===== src/rtl/rs_station_param.sv =====
// Reservation station holding dispatched ops in age order (index 0 = oldest). Operands wake from
// the CDB, and the oldest fully-ready op is issued over a valid/ready handshake.
module rs_station_param #(
  parameter int unsigned ENTRIES = 4,
  parameter int unsigned DATA_W  = 16,
  parameter int unsigned TAG_W   = 3,
  parameter int unsigned FUNC_W  = 4,
  parameter int unsigned RD_W    = 4
) (
  input  logic                           clk1,
  input  logic                           rst,
  input  logic                           flush,
  input  logic                           disp_valid,
  output logic                           disp_ready,
  input  logic [FUNC_W-1:0]              disp_func,
  input  logic [RD_W-1:0]                disp_rd,
  input  logic [TAG_W-1:0]               disp_rob,
  input  logic                           disp_s1_rdy,
  input  logic [DATA_W-1:0]              disp_s1_val,
  input  logic [TAG_W-1:0]               disp_s1_tag,
  input  logic                           disp_s2_rdy,
  input  logic [DATA_W-1:0]              disp_s2_val,
  input  logic [TAG_W-1:0]               disp_s2_tag,
  input  logic                           cdb_valid,
  input  logic [TAG_W-1:0]               cdb_tag,
  input  logic [DATA_W-1:0]              cdb_data,
  output logic                           iss_valid,
  input  logic                           iss_ready,
  output logic [FUNC_W-1:0]              iss_func,
  output logic [RD_W-1:0]                iss_rd,
  output logic [TAG_W-1:0]               iss_rob,
  output logic [DATA_W-1:0]              iss_s1,
  output logic [DATA_W-1:0]              iss_s2,
  output logic [$clog2(ENTRIES+1)-1:0]   occupancy
);

  localparam int unsigned OCC_W = $clog2(ENTRIES + 1);
  localparam int unsigned IDX_W = $clog2(ENTRIES);

  typedef struct packed {
    logic              valid;
    logic [FUNC_W-1:0] func;
    logic [RD_W-1:0]   rd;
    logic [TAG_W-1:0]  rob;
    logic              s1_rdy;
    logic [DATA_W-1:0] s1_val;
    logic [TAG_W-1:0]  s1_tag;
    logic              s2_rdy;
    logic [DATA_W-1:0] s2_val;
    logic [TAG_W-1:0]  s2_tag;
  } entry_t;

  entry_t           ent_q [ENTRIES];
  entry_t           ent_d [ENTRIES];
  entry_t           new_ent;
  logic [OCC_W-1:0] occ_q, occ_d;
  logic [IDX_W-1:0] sel_idx, wr_idx;
  logic             sel_found, iss_fire, disp_fire;

  // Capture a matching CDB broadcast into any operand still waiting on its tag.
  function automatic entry_t snoop(entry_t e, logic cv, logic [TAG_W-1:0] ct,
                                   logic [DATA_W-1:0] cd);
    entry_t r;
    r = e;
    if (e.valid && cv) begin
      if (!e.s1_rdy && (e.s1_tag == ct)) begin
        r.s1_rdy = 1'b1;
        r.s1_val = cd;
      end
      if (!e.s2_rdy && (e.s2_tag == ct)) begin
        r.s2_rdy = 1'b1;
        r.s2_val = cd;
      end
    end
    return r;
  endfunction

  // Scan from the youngest down so the last hit is the oldest ready entry.
  always_comb begin
    sel_found = 1'b0;
    sel_idx   = '0;
    for (int i = int'(ENTRIES) - 1; i >= 0; i--) begin
      if (ent_q[i].valid && ent_q[i].s1_rdy && ent_q[i].s2_rdy) begin
        sel_found = 1'b1;
        sel_idx   = IDX_W'(i);
      end
    end
  end

  assign occupancy  = occ_q;
  assign disp_ready = (occ_q != OCC_W'(ENTRIES));
  assign iss_valid  = sel_found && !flush;
  assign iss_fire   = iss_valid && iss_ready;
  assign disp_fire  = disp_valid && disp_ready && !flush;
  assign wr_idx     = occ_q[IDX_W-1:0] - IDX_W'(iss_fire);

  assign iss_func = sel_found ? ent_q[sel_idx].func   : '0;
  assign iss_rd   = sel_found ? ent_q[sel_idx].rd     : '0;
  assign iss_rob  = sel_found ? ent_q[sel_idx].rob    : '0;
  assign iss_s1   = sel_found ? ent_q[sel_idx].s1_val : '0;
  assign iss_s2   = sel_found ? ent_q[sel_idx].s2_val : '0;

  always_comb begin
    new_ent        = '0;
    new_ent.valid  = 1'b1;
    new_ent.func   = disp_func;
    new_ent.rd     = disp_rd;
    new_ent.rob    = disp_rob;
    new_ent.s1_rdy = disp_s1_rdy;
    new_ent.s1_val = disp_s1_rdy ? disp_s1_val : '0;
    new_ent.s1_tag = disp_s1_tag;
    new_ent.s2_rdy = disp_s2_rdy;
    new_ent.s2_val = disp_s2_rdy ? disp_s2_val : '0;
    new_ent.s2_tag = disp_s2_tag;

    occ_d = occ_q;
    for (int i = 0; i < int'(ENTRIES); i++) begin
      ent_d[i] = '0;
    end

    if (!flush) begin
      // Compact over the issued slot while applying wakeups to the moved entries.
      for (int i = 0; i < int'(ENTRIES) - 1; i++) begin
        ent_d[i] = snoop((iss_fire && (i >= int'(sel_idx))) ? ent_q[i+1] : ent_q[i],
                         cdb_valid, cdb_tag, cdb_data);
      end
      ent_d[ENTRIES-1] = iss_fire ? '0 :
                         snoop(ent_q[ENTRIES-1], cdb_valid, cdb_tag, cdb_data);
      if (disp_fire) begin
        ent_d[wr_idx] = snoop(new_ent, cdb_valid, cdb_tag, cdb_data);
      end
      occ_d = occ_q + OCC_W'(disp_fire) - OCC_W'(iss_fire);
    end else begin
      occ_d = '0;
    end
  end

  always_ff @(posedge clk1 or posedge rst) begin
    if (rst) begin
      for (int i = 0; i < int'(ENTRIES); i++) begin
        ent_q[i] <= '0;
      end
      occ_q <= '0;
    end else begin
      for (int i = 0; i < int'(ENTRIES); i++) begin
        ent_q[i] <= ent_d[i];
      end
      occ_q <= occ_d;
    end
  end

endmodule


===== config.mk =====
export PLATFORM = sky130hd
export DESIGN_NAME = rs_station_param
export DESIGN_NICKNAME = d
export VERILOG_FILES = /design/src/rtl/rs_station_param.sv
export SDC_FILE = /design/constraint.sdc
export NUM_CORES = 1
export LEC_CHECK = 0
export BUFFER_PORTS_ARGS = -buffer_cell sky130_fd_sc_hd__buf_2
export CORE_MARGIN = 2
export CORE_UTILIZATION = 59
export DETAILED_ROUTE_END_ITERATION = 7
export HOLD_SLACK_MARGIN = 0.02
export PLACE_DENSITY = 0.79
export SLEW_MARGIN = 10
export SYNTH_ARGS = -nofsm -noshare
export SYNTH_HDL_FRONTEND = slang
export SYNTH_SLANG_ARGS = --single-unit

===== constraint.sdc =====
create_clock -name clk1 -period 7.6 [get_ports clk1]
set_clock_uncertainty 0.15 [all_clocks]
set_input_delay 0.76 -clock clk1 [delete_from_list [all_inputs] [get_ports clk1]]
set_output_delay 0.76 -clock clk1 [all_outputs]
set_load 0.03 [all_outputs]

# Yosys cells after proc, flatten, opt, wreduce, memory -nomap -nowiden
# Cells that the tools add are included.
# classes
muxes	60
magnitude_cmp	6
n_reduce_logical	41
n_eq_ne	11
addsub	3
n_bitwise	2
# op_table
op	n
two-way mux 17 bit	32
two-way mux 208 bit	2
two-way mux 52 bit	5
bitwise mux 208 bit	1
binary-select mux 52 bit (select 2 bit)	1
demux 52 bit (select 2 bit)	1
two-way mux 51 bit	2
two-way mux 16 bit	4
== test 3 bit	10
logical AND 1 bit	30
logical NOT 1 bit	11
two-way mux 2 bit	4
two-way mux 4 bit	2
greater-or-equal comparator 3 bit (second input constant)	2
two-way mux 3 bit	2
inverter 2 -> 3 bit	2
greater-or-equal comparator 1 x 2 -> 1 bit (first input constant)	2
two-way mux 1 bit	4
adder 3 x 1 -> 3 bit	1
< comparator 3 x 1 -> 1 bit (second input constant)	1
!= test 3 bit (second input constant)	1
subtractor 3 x 1 -> 3 bit	1
greater-or-equal comparator 2 bit (first input constant)	1
subtractor 2 x 1 -> 2 bit	1
# word_totals
output_inout_bits	48
reg_bits	211
word_cells	164

# Depth between registers and ports, before layout
# Gate-level depths: netlist of the first run.
# depth
depth_word	18
mapped_depth	14
depth_no_buf	11

# Least setup slack after synthesis of the first run
# No wires, ideal clock.
# synth_timing
path_kind	input-to-reg
start	input port flush
end	register ent_q[65] (netlist bit)
setup_slack_ns	3.985
t_required_ns	7.323
arrival_ns	3.338
path_stages	14
path_cell_list	buf_2 > nand2b_4 > buf_4 > buf_2 > nor2_1 > ha_1 > nor2b_1 > a21oi_1 > nor3b_1 > or2_2 > clkbuf_1 > clkbuf_1 > a31o_2 > o21ai_0
# synth_lines
item	line	source
from (decl)	12	input logic flush,
to (signal, indexed assignment)	146	ent_q[i] <= ent_d[i];
to (decl)	53	entry_t ent_q [ENTRIES];

==> results.sh, run 1 <==
export IMPL_fin_tns_setup_ns=0
export IMPL_critPathTopFamily="simple AND/OR/NAND/NOR gates"
export IMPL_reg2reg_depth=11
export IMPL_critical_path_class="reg2reg"
export IMPL_clk_pin_slew_ns=0.06
export IMPL_period_minus_slack_ns=4.57
export IMPL_tightest_slew_ns=1.18
export IMPL_hold_violations=0
export IMPL_ys_dominant_reg_cell="dfrtp_1"
export IMPL_antenna_found_initial=1
export IMPL_pwr_share_clk=0.419
export IMPL_dp_hpwl_um=28500
export IMPL_wl_per_cell_um=24.4
export IMPL_internal_power_w=0.00191
export IMPL_netlist_area_mm2=0.0142
export IMPL_synth_area_leader_cell="dfrtp_1"
export IMPL_cpMaxStageDelayCell="o311ai_0"
export IMPL_first_global_vias=13400
export IMPL_n_antenna_cell=0
export IMPL_post_route_cells_drive_above_1_share=0.212
export IMPL_switching_share=0.277
export IMPL_synth_nets=1588
export IMPL_grt_start_max_net_pins=97
export IMPL_grt_util_all_layers=0.358
export IMPL_slew_viol_final=0
export IMPL_critPathArrivalTime_ns=4.76
export IMPL_top_layer="met5"
export IMPL_num_vias=13300
export IMPL_htreeDepth=1
export IMPL_hold_buffers=0
export IMPL_port_buffers=123
export IMPL_yosysWarnings=0
export IMPL_met1_length_um=17000
export IMPL_place_area_mm2=0.0149
export IMPL_ys_ff_latch=211
export IMPL_core_area_mm2=0.0235
export IMPL_async_flop_share=1.00
export IMPL_num_rows=56
export IMPL_synth_top_cells_by_area="dfrtp_1 37%, mux2i_1 7.3%, mux4_2 6.8%, nand2_1 4.6%, mux2_2 3.9%"
export IMPL_cts_resized=0
export IMPL_start_util=0.602
export IMPL_path_buf_inv=1
export IMPL_final_nets=1627
export IMPL_cts_tree="built"
export IMPL_cts_buffer_depth=3
export IMPL_fin_area_mm2=0.0157
export IMPL_clock_fmax_mhz=219
export IMPL_path_cells="nand3_2 > nand2_1 > nor2_1 > nor2_1 > ha_1 > nor2_1 > a21oi_1 > or3_1 > buf_4 > nand2_1 > o311ai_0"
export IMPL_post_cts_setup_buffers=0
export IMPL_grt_pass1_wl_um=73000
export IMPL_globalRouteOverflowTotal=0
export IMPL_cts_root_buffer="clkbuf_16"
export IMPL_power_leakage_nw=6.55
export IMPL_wl_met2_um=21700
export IMPL_die_y_um=159
export IMPL_first_pass_iters=8
export IMPL_worst_ir_drop_vdd_v=0.000151
export IMPL_slowest_delay_ns=0.84
export IMPL_seq_power_share=0.449
export IMPL_critPathCaptureType="register"
export IMPL_die_w_um=159
export IMPL_worstReg2RegStart="ent_q[175]"
export IMPL_critPathLaunch="ent_q[175]"
export IMPL_synth_edf_count=0
export IMPL_power_density_mw_per_mm2=169
export IMPL_fin_crit_sh=0.601
export IMPL_wl_um=45900
export IMPL_worstReg2RegEnd="ent_q[137]"
export IMPL_area_growth_pct=10.5
export IMPL_ys_types=64
export IMPL_route_met3_wl_um=4340
export IMPL_numCtsBuffers=25
export IMPL_drc=0
export IMPL_required_ns=7.79
export IMPL_gp_congestion=0.877
export IMPL_ant_nets=0
export IMPL_clkSinkCount=211
export IMPL_vias_per_cell=7.07
export IMPL_path_max_fanout=38
export IMPL_crit_path_frequent_cell="nor2_1"
export IMPL_dieArea_mm2=0.0253
export IMPL_clk_latency_ns=0.52
export IMPL_yosysSeqAreaShare=0.373
export IMPL_worst_setup_path_start_kind="register"
export IMPL_synth_cells=1508
export IMPL_io_pins=124
export IMPL_hold_class="in2async"
export IMPL_relSlewSlack=0.215
export IMPL_p_total_w=0.00264
export IMPL_synth_top_area_frac=0.373
export IMPL_utilization=0.665
export IMPL_r2r_slack_ns=3.03
export IMPL_grt_setup_unrepaired="false"
export IMPL_p_sw_w=0.000734
export IMPL_synth_avg_cell_area_um2=9.39
export IMPL_comb_power_share=0.132
export IMPL_status="complete, no violations"
export IMPL_drt_initial_drc_count=1373
export IMPL_maxCapViolCount=0
export IMPL_setup_violations_final=0
[placed cells by master, fill, tap and decap left out, types with 4 or more instances in the layout]
cell / n
a211oi_1: 24
a21oi_1: 39
a22o_1: 32
a22oi_1: 50
a311oi_1: 35
a31o_2: 11
a32o_1: 15
and2_1: 47
and3_1: 10
buf_2: 122
buf_4: 31
clkbuf_1: 7
clkbuf_16: 25
clkbuf_8: 4
dfrtp_1: 211
inv_1: 16
mux2_2: 49
mux2i_1: 102
mux4_2: 43
nand2_1: 172
nand2b_1: 17
nand3_1: 43
nand4_1: 4
nor2_1: 146
nor2b_1: 12
nor3_1: 42
nor4b_1: 8
o21ai_0: 68
o21ai_1: 4
o22ai_1: 5
o311ai_0: 35
o311ai_1: 21
o311ai_2: 10
o31ai_1: 10
or3_1: 19
xnor2_1: 10
xor2_1: 6
[metal layers]
layer  vias to the layer above  global-route usage
met3                       194              0.0547
met1                      6498               0.457
li1                       5719                   -
met2                       869               0.589
met5                         -                   0
met4                         2               0.199
[power by group through the flow]
stage / clock network [W] / registers, W / logic (W)
4_1_cts: 0.00111 / 0.00119 / 0.000343
6_report: 0.00111 / 0.00119 / 0.000350
5_1_grt: 0.00116 / 0.00119 / 0.000379
2_1_floorplan: 0 / 0.00120 / 0.000226
3_3_place_gp: 0 / 0.00120 / 0.000334
3_5_place_dp: 0 / 0.00120 / 0.000341
[cell type report]
class	count	area (µm²)
fill	1943	7890
clock inverter	4	25.0
sequential	211	5280
timing repair buffer	154	855
clock buffer	36	707
multi-input combinational	1138	8310
tap	319	399
inverter	17	71.3
[logic make-up after synthesis]
| kind of cell | after synthesis | share of synthesized area |
|---|---|---|
| and+or+nand+nor | 546 | 0.183 |
| AOI/OAI and AO/OA | 377 | 0.203 |
| DFF | 211 | 0.373 |
| muxes | 195 | 0.180 |
| buffers and inverters | 159 | 0.0469 |
| xor gates and xnor gates | 16 | 0.00989 |
| adders and majority gates | 4 | 0.00406 |
[cell usage after synthesis (all sizes together), types with 4 or more instances]
cell type,count
a211oi,26
a21oi,41
a22o,32
a22oi,50
a311oi,35
a31o,11
a32o,15
and2,48
and3,10
buf,39
clkbuf,103
dfrtp,211
inv,17
mux2,49
mux2i,103
mux4,43
nand2,175
nand2b,18
nand3,46
nand4,4
nor2,146
nor2b,12
nor3,44
nor4b,11
o21ai,73
o22ai,5
o311ai,66
o31ai,10
or2,5
or3,19
xnor2,10
xor2,6
[how the worst max path moves through the flow]
stage	end	slack (ns)	depth (start not counted)
floorplan	ent_q[0]	0.92	1
global placement	ent_q[87]	2.98	8
detailed placement	ent_q[75]	2.83	8
CTS	ent_q[137]	3.15	11
global route	ent_q[137]	2.82	11
finish	ent_q[137]	3.03	11
[state kept, by name, summed over array words and instances (netlist names)]
signal     flops
occupancy      3
ent_q        208
[metrics by stage]
step           instances  worst slack, ns  hold WS, ns
6_report            1879             3.03        0.175
5_1_grt             1879             2.82        0.226
4_1_cts             1878             3.15        0.216
3_5_place_dp        1838             2.83        0.386
3_3_place_gp        1838             2.98        0.376
2_1_floorplan       1508            0.924        0.358
No activity file was read; power rests on OpenSTA's default activity.
==> inputs of run 2 (changes only) <==
--- a/config.mk
+++ b/config.mk
@@ -5,12 +5,13 @@
 export SDC_FILE = /design/constraint.sdc
 export NUM_CORES = 1
 export LEC_CHECK = 0
+export ABC_AREA = 1
 export BUFFER_PORTS_ARGS = -buffer_cell sky130_fd_sc_hd__buf_2
 export CORE_MARGIN = 2
-export CORE_UTILIZATION = 59
+export CORE_UTILIZATION = 56
 export DETAILED_ROUTE_END_ITERATION = 7
 export HOLD_SLACK_MARGIN = 0.02
-export PLACE_DENSITY = 0.79
+export PLACE_DENSITY = 0.78
 export SLEW_MARGIN = 10
 export SYNTH_ARGS = -nofsm -noshare
 export SYNTH_HDL_FRONTEND = slang
==> constraint.sdc (replaced) <==
create_clock -name clk1 -period 3.8 [get_ports clk1]
set_clock_uncertainty 0.15 [all_clocks]
set_input_delay 0.38 -clock clk1 [delete_from_list [all_inputs] [get_ports clk1]]
set_output_delay 0.38 -clock clk1 [all_outputs]
set_load 0.03 [all_outputs]
==> run 2 against run 1 <==
Power is 110% higher. Sequential cell count stayed put. Global-route usage is 1.1 points higher. Worst setup slack worse by 2.8 ns. Non-clock buffer count is 33 higher. Critical path depth is 3 lower. Sequential power is 99% higher. Final cell count is 49% higher. Die area is 14% higher. Combinational power grew to 2.6 times the previous value. Synthesized area is 8.8% higher. Routed wire length is 17% higher.
==> results.sh, run 2 <==
export IMPL_instances_no_fill=2796
export IMPL_drt_initial_drc_count=2336
export IMPL_dieArea_mm2=0.0288
export IMPL_globalRouteOverflowTotal=0
export IMPL_num_vias=16800
export IMPL_numCtsBuffers=25
export IMPL_path_max_fanout=63
export IMPL_worst_setup_path_start_kind="register"
export IMPL_worst_ir_drop_vdd_v=0.000348
export IMPL_final_cell_mix="456 x nand2_1, 448 x inv_1, 359 x o21ai_0"
export IMPL_area_growth_pct=10.5
export IMPL_gp_congestion=0.944
export IMPL_critPathCaptureType="primary output"
export IMPL_pwr_share_clk=0.420
export IMPL_io_pins=124
export IMPL_fin_crit_sh=0.937
export IMPL_async_flop_share=1.00
export IMPL_internal_power_w=0.00399
export IMPL_yosysWarnings=0
export IMPL_grt_start_max_net_pins=143
export IMPL_synth_avg_cell_area_um2=6.39
export IMPL_synth_nets=2491
export IMPL_setup_violations_final=0
export IMPL_critical_path_class="reg2out"
export IMPL_wl_um=53500
export IMPL_hold_violations=0
export IMPL_clk_pin_slew_ns=0.06
export IMPL_synth_top_cells_by_area="dfrtp_1 34%, o21ai_0 12%, nand2_1 11%, inv_1 11%, a21oi_1 9.3%"
export IMPL_grt_util_all_layers=0.369
export IMPL_path_cells="nand3_1 > nand4_1 > nand2_1 > nand2_4 > buf_4 > o21ai_0 > a21oi_1 > buf_2"
export IMPL_cts_root_buffer="clkbuf_16"
export IMPL_clk_latency_ns=0.54
export IMPL_final_nets=2518
export IMPL_seq_power_share=0.419
export IMPL_vias_per_cell=6.00
export IMPL_status="complete, no violations"
export IMPL_ys_dominant_reg_cell="dfrtp_1"
export IMPL_dp_hpwl_um=33000
export IMPL_period_minus_slack_ns=3.56
export IMPL_power_density_mw_per_mm2=333
export IMPL_grt_setup_unrepaired="false"
export IMPL_hold_class="in2async"
export IMPL_fin_tns_setup_ns=0
export IMPL_grt_pass1_wl_um=83700
export IMPL_synth_top_area_frac=0.343
export IMPL_ys_ff_latch=211
export IMPL_synth_cells=2411
export IMPL_ant_nets=0
export IMPL_wl_per_cell_um=19.1
export IMPL_critPathArrivalTime_ns=3.03
export IMPL_n_fill_cell=2466
export IMPL_largest_reg_flops=208
export IMPL_port_buffers=123
export IMPL_num_rows=60
export IMPL_yosysSeqAreaShare=0.343
export IMPL_relSlewSlack=0.382
export IMPL_clkSinkCount=211
export IMPL_switching_share=0.295
export IMPL_comb_power_share=0.161
export IMPL_start_util=0.571
export IMPL_cts_tree="built"
export IMPL_p_sw_w=0.00167
export IMPL_tightest_slew_ns=0.918
export IMPL_antenna_found_initial=0
export IMPL_netlist_area_mm2=0.0154
export IMPL_synth_edf_count=0
export IMPL_die_y_um=170
export IMPL_cpMaxStageDelayCell="nand2_4"
export IMPL_first_pass_iters=6
export IMPL_slew_viol_final=0
export IMPL_power_leakage_nw=9.72
export IMPL_ys_types=38
export IMPL_ys_top_cells_by_count="458 x nand2_1, 452 x inv_1, 359 x o21ai_0"
export IMPL_synth_most_common_cell="nand2_1"
export IMPL_required_ns=3.27
export IMPL_htreeDepth=1
export IMPL_maxCapViolCount=0
export IMPL_cts_buffer_depth=3
export IMPL_core_area_mm2=0.0270
export IMPL_post_route_cells_drive_above_1_share=0.103
export IMPL_clock_fmax_mhz=281
export IMPL_layout_commonest_cell="nand2_1"
export IMPL_p_total_w=0.00566
export IMPL_slowest_delay_ns=0.52
export IMPL_die_w_um=170
export IMPL_regMostFlops="ent_q"
export IMPL_first_global_vias=15400
export IMPL_drc=0
export IMPL_synth_area_leader_cell="dfrtp_1"
export IMPL_placed_cells=2734
run 2: cell count changes after synthesis, moves of 49 or more:
cell,delta
a21oi_1,+246
nand2_1,+283
mux2i_1,-103
o21ai_0,+290
mux2_2,-49
a22oi_1,-50
nand3_1,+119
nor2_1,-57
inv_1,+435
nand4_1,+93
run 2: power groups by stage:
stage	Sequential, W	Clock [W]	Combinational (W)
detailed placement	0.00241	0	0.000870
global placement	0.00241	0	0.000852
finish	0.00237	0.00238	0.000911
CTS	0.00237	0.00239	0.000888
floorplan	0.00241	0	0.000598
global route	0.00238	0.00248	0.00101
run 2: area by class of cell:
class	instances	area, µm²	area share
Multi-Input combinational cell	1556	7590	0.446
Sequential cell	211	5280	0.310
Inverter	457	1720	0.101
Timing Repair Buffer	187	1200	0.0707
Clock buffer	37	731	0.0429
Tap cell	341	427	0.0251
Clock inverter	5	53.8	0.00316
Antenna cell	2	5.00	0.000294
run 2: kinds of logic after synthesis:
logic type                 synth area share
AOI/OAI and AO/OA                     0.232
xor gates and xnor gates            0.00284
adders and majority gates           0.00374
buffers and inverters                 0.165
DFF                                   0.343
and+or+nand+nor                       0.253
run 2: through the flow:
step / hold WS [ns] / util / worst slack, ns / cell area (µm²)
6_report: 0.169 / 0.631 / 0.239 / 17000
2_1_floorplan: 0.363 / - / 0.528 / 15400
4_1_cts: 0.160 / 0.631 / 0.332 / 17000
3_5_place_dp: 0.173 / 0.595 / 0.455 / 16000
5_1_grt: 0.180 / 0.631 / 0.0647 / 17000
3_3_place_gp: 0.170 / 0.595 / 0.556 / 16000
run 2: layer usage:
metal,vias to the layer above,GRT usage,part of all wire,wire length (µm)
met5,-,0,0,0
met4,0,0.159,0.042,2230
met3,174,0.0826,0.13,6720
met2,1062,0.573,0.44,23800
met1,7731,0.498,0.39,20800
li1,7821,-,-,-
run 2: repair_timing:
action / 4_1_cts / 5_1_grt
hold buffers: 18 / 0
buffers inserted: 0 / 0
resized for setup: 0 / 0
hold endpoints to repair: 26 / 0
run 2: path summary, 6_finish.rpt:
| kind | from | end | slack, ns | depth (start not counted) |
|---|---|---|---|---|
| worst max-delay path | ent_q[71] | iss_s2[14] | 0.24 | 8 |
| worst min-delay path | rst | ent_q[149] | 0.17 | 3 |
| worst max register to register | ent_q[207] | ent_q[172] | 0.32 | 16 |
| worst min register to register | ent_q[44] | ent_q[44] | 0.40 | 2 |
| max in group asynchronous | rst | ent_q[81] | 2.18 | 4 |
| min in group clk1 | cdb_data[3] | ent_q[162] | 0.18 | 5 |
run 2: critical path, delay by kind of cell, from the launching register on:
kind / cells / cell delay, ns
AO/OA/AOI/OAI: 2 / 0.51
AND/OR/NAND/NOR: 4 / 0.87
buffers and inverters: 2 / 0.70
flip-flops: 1 / 0.37
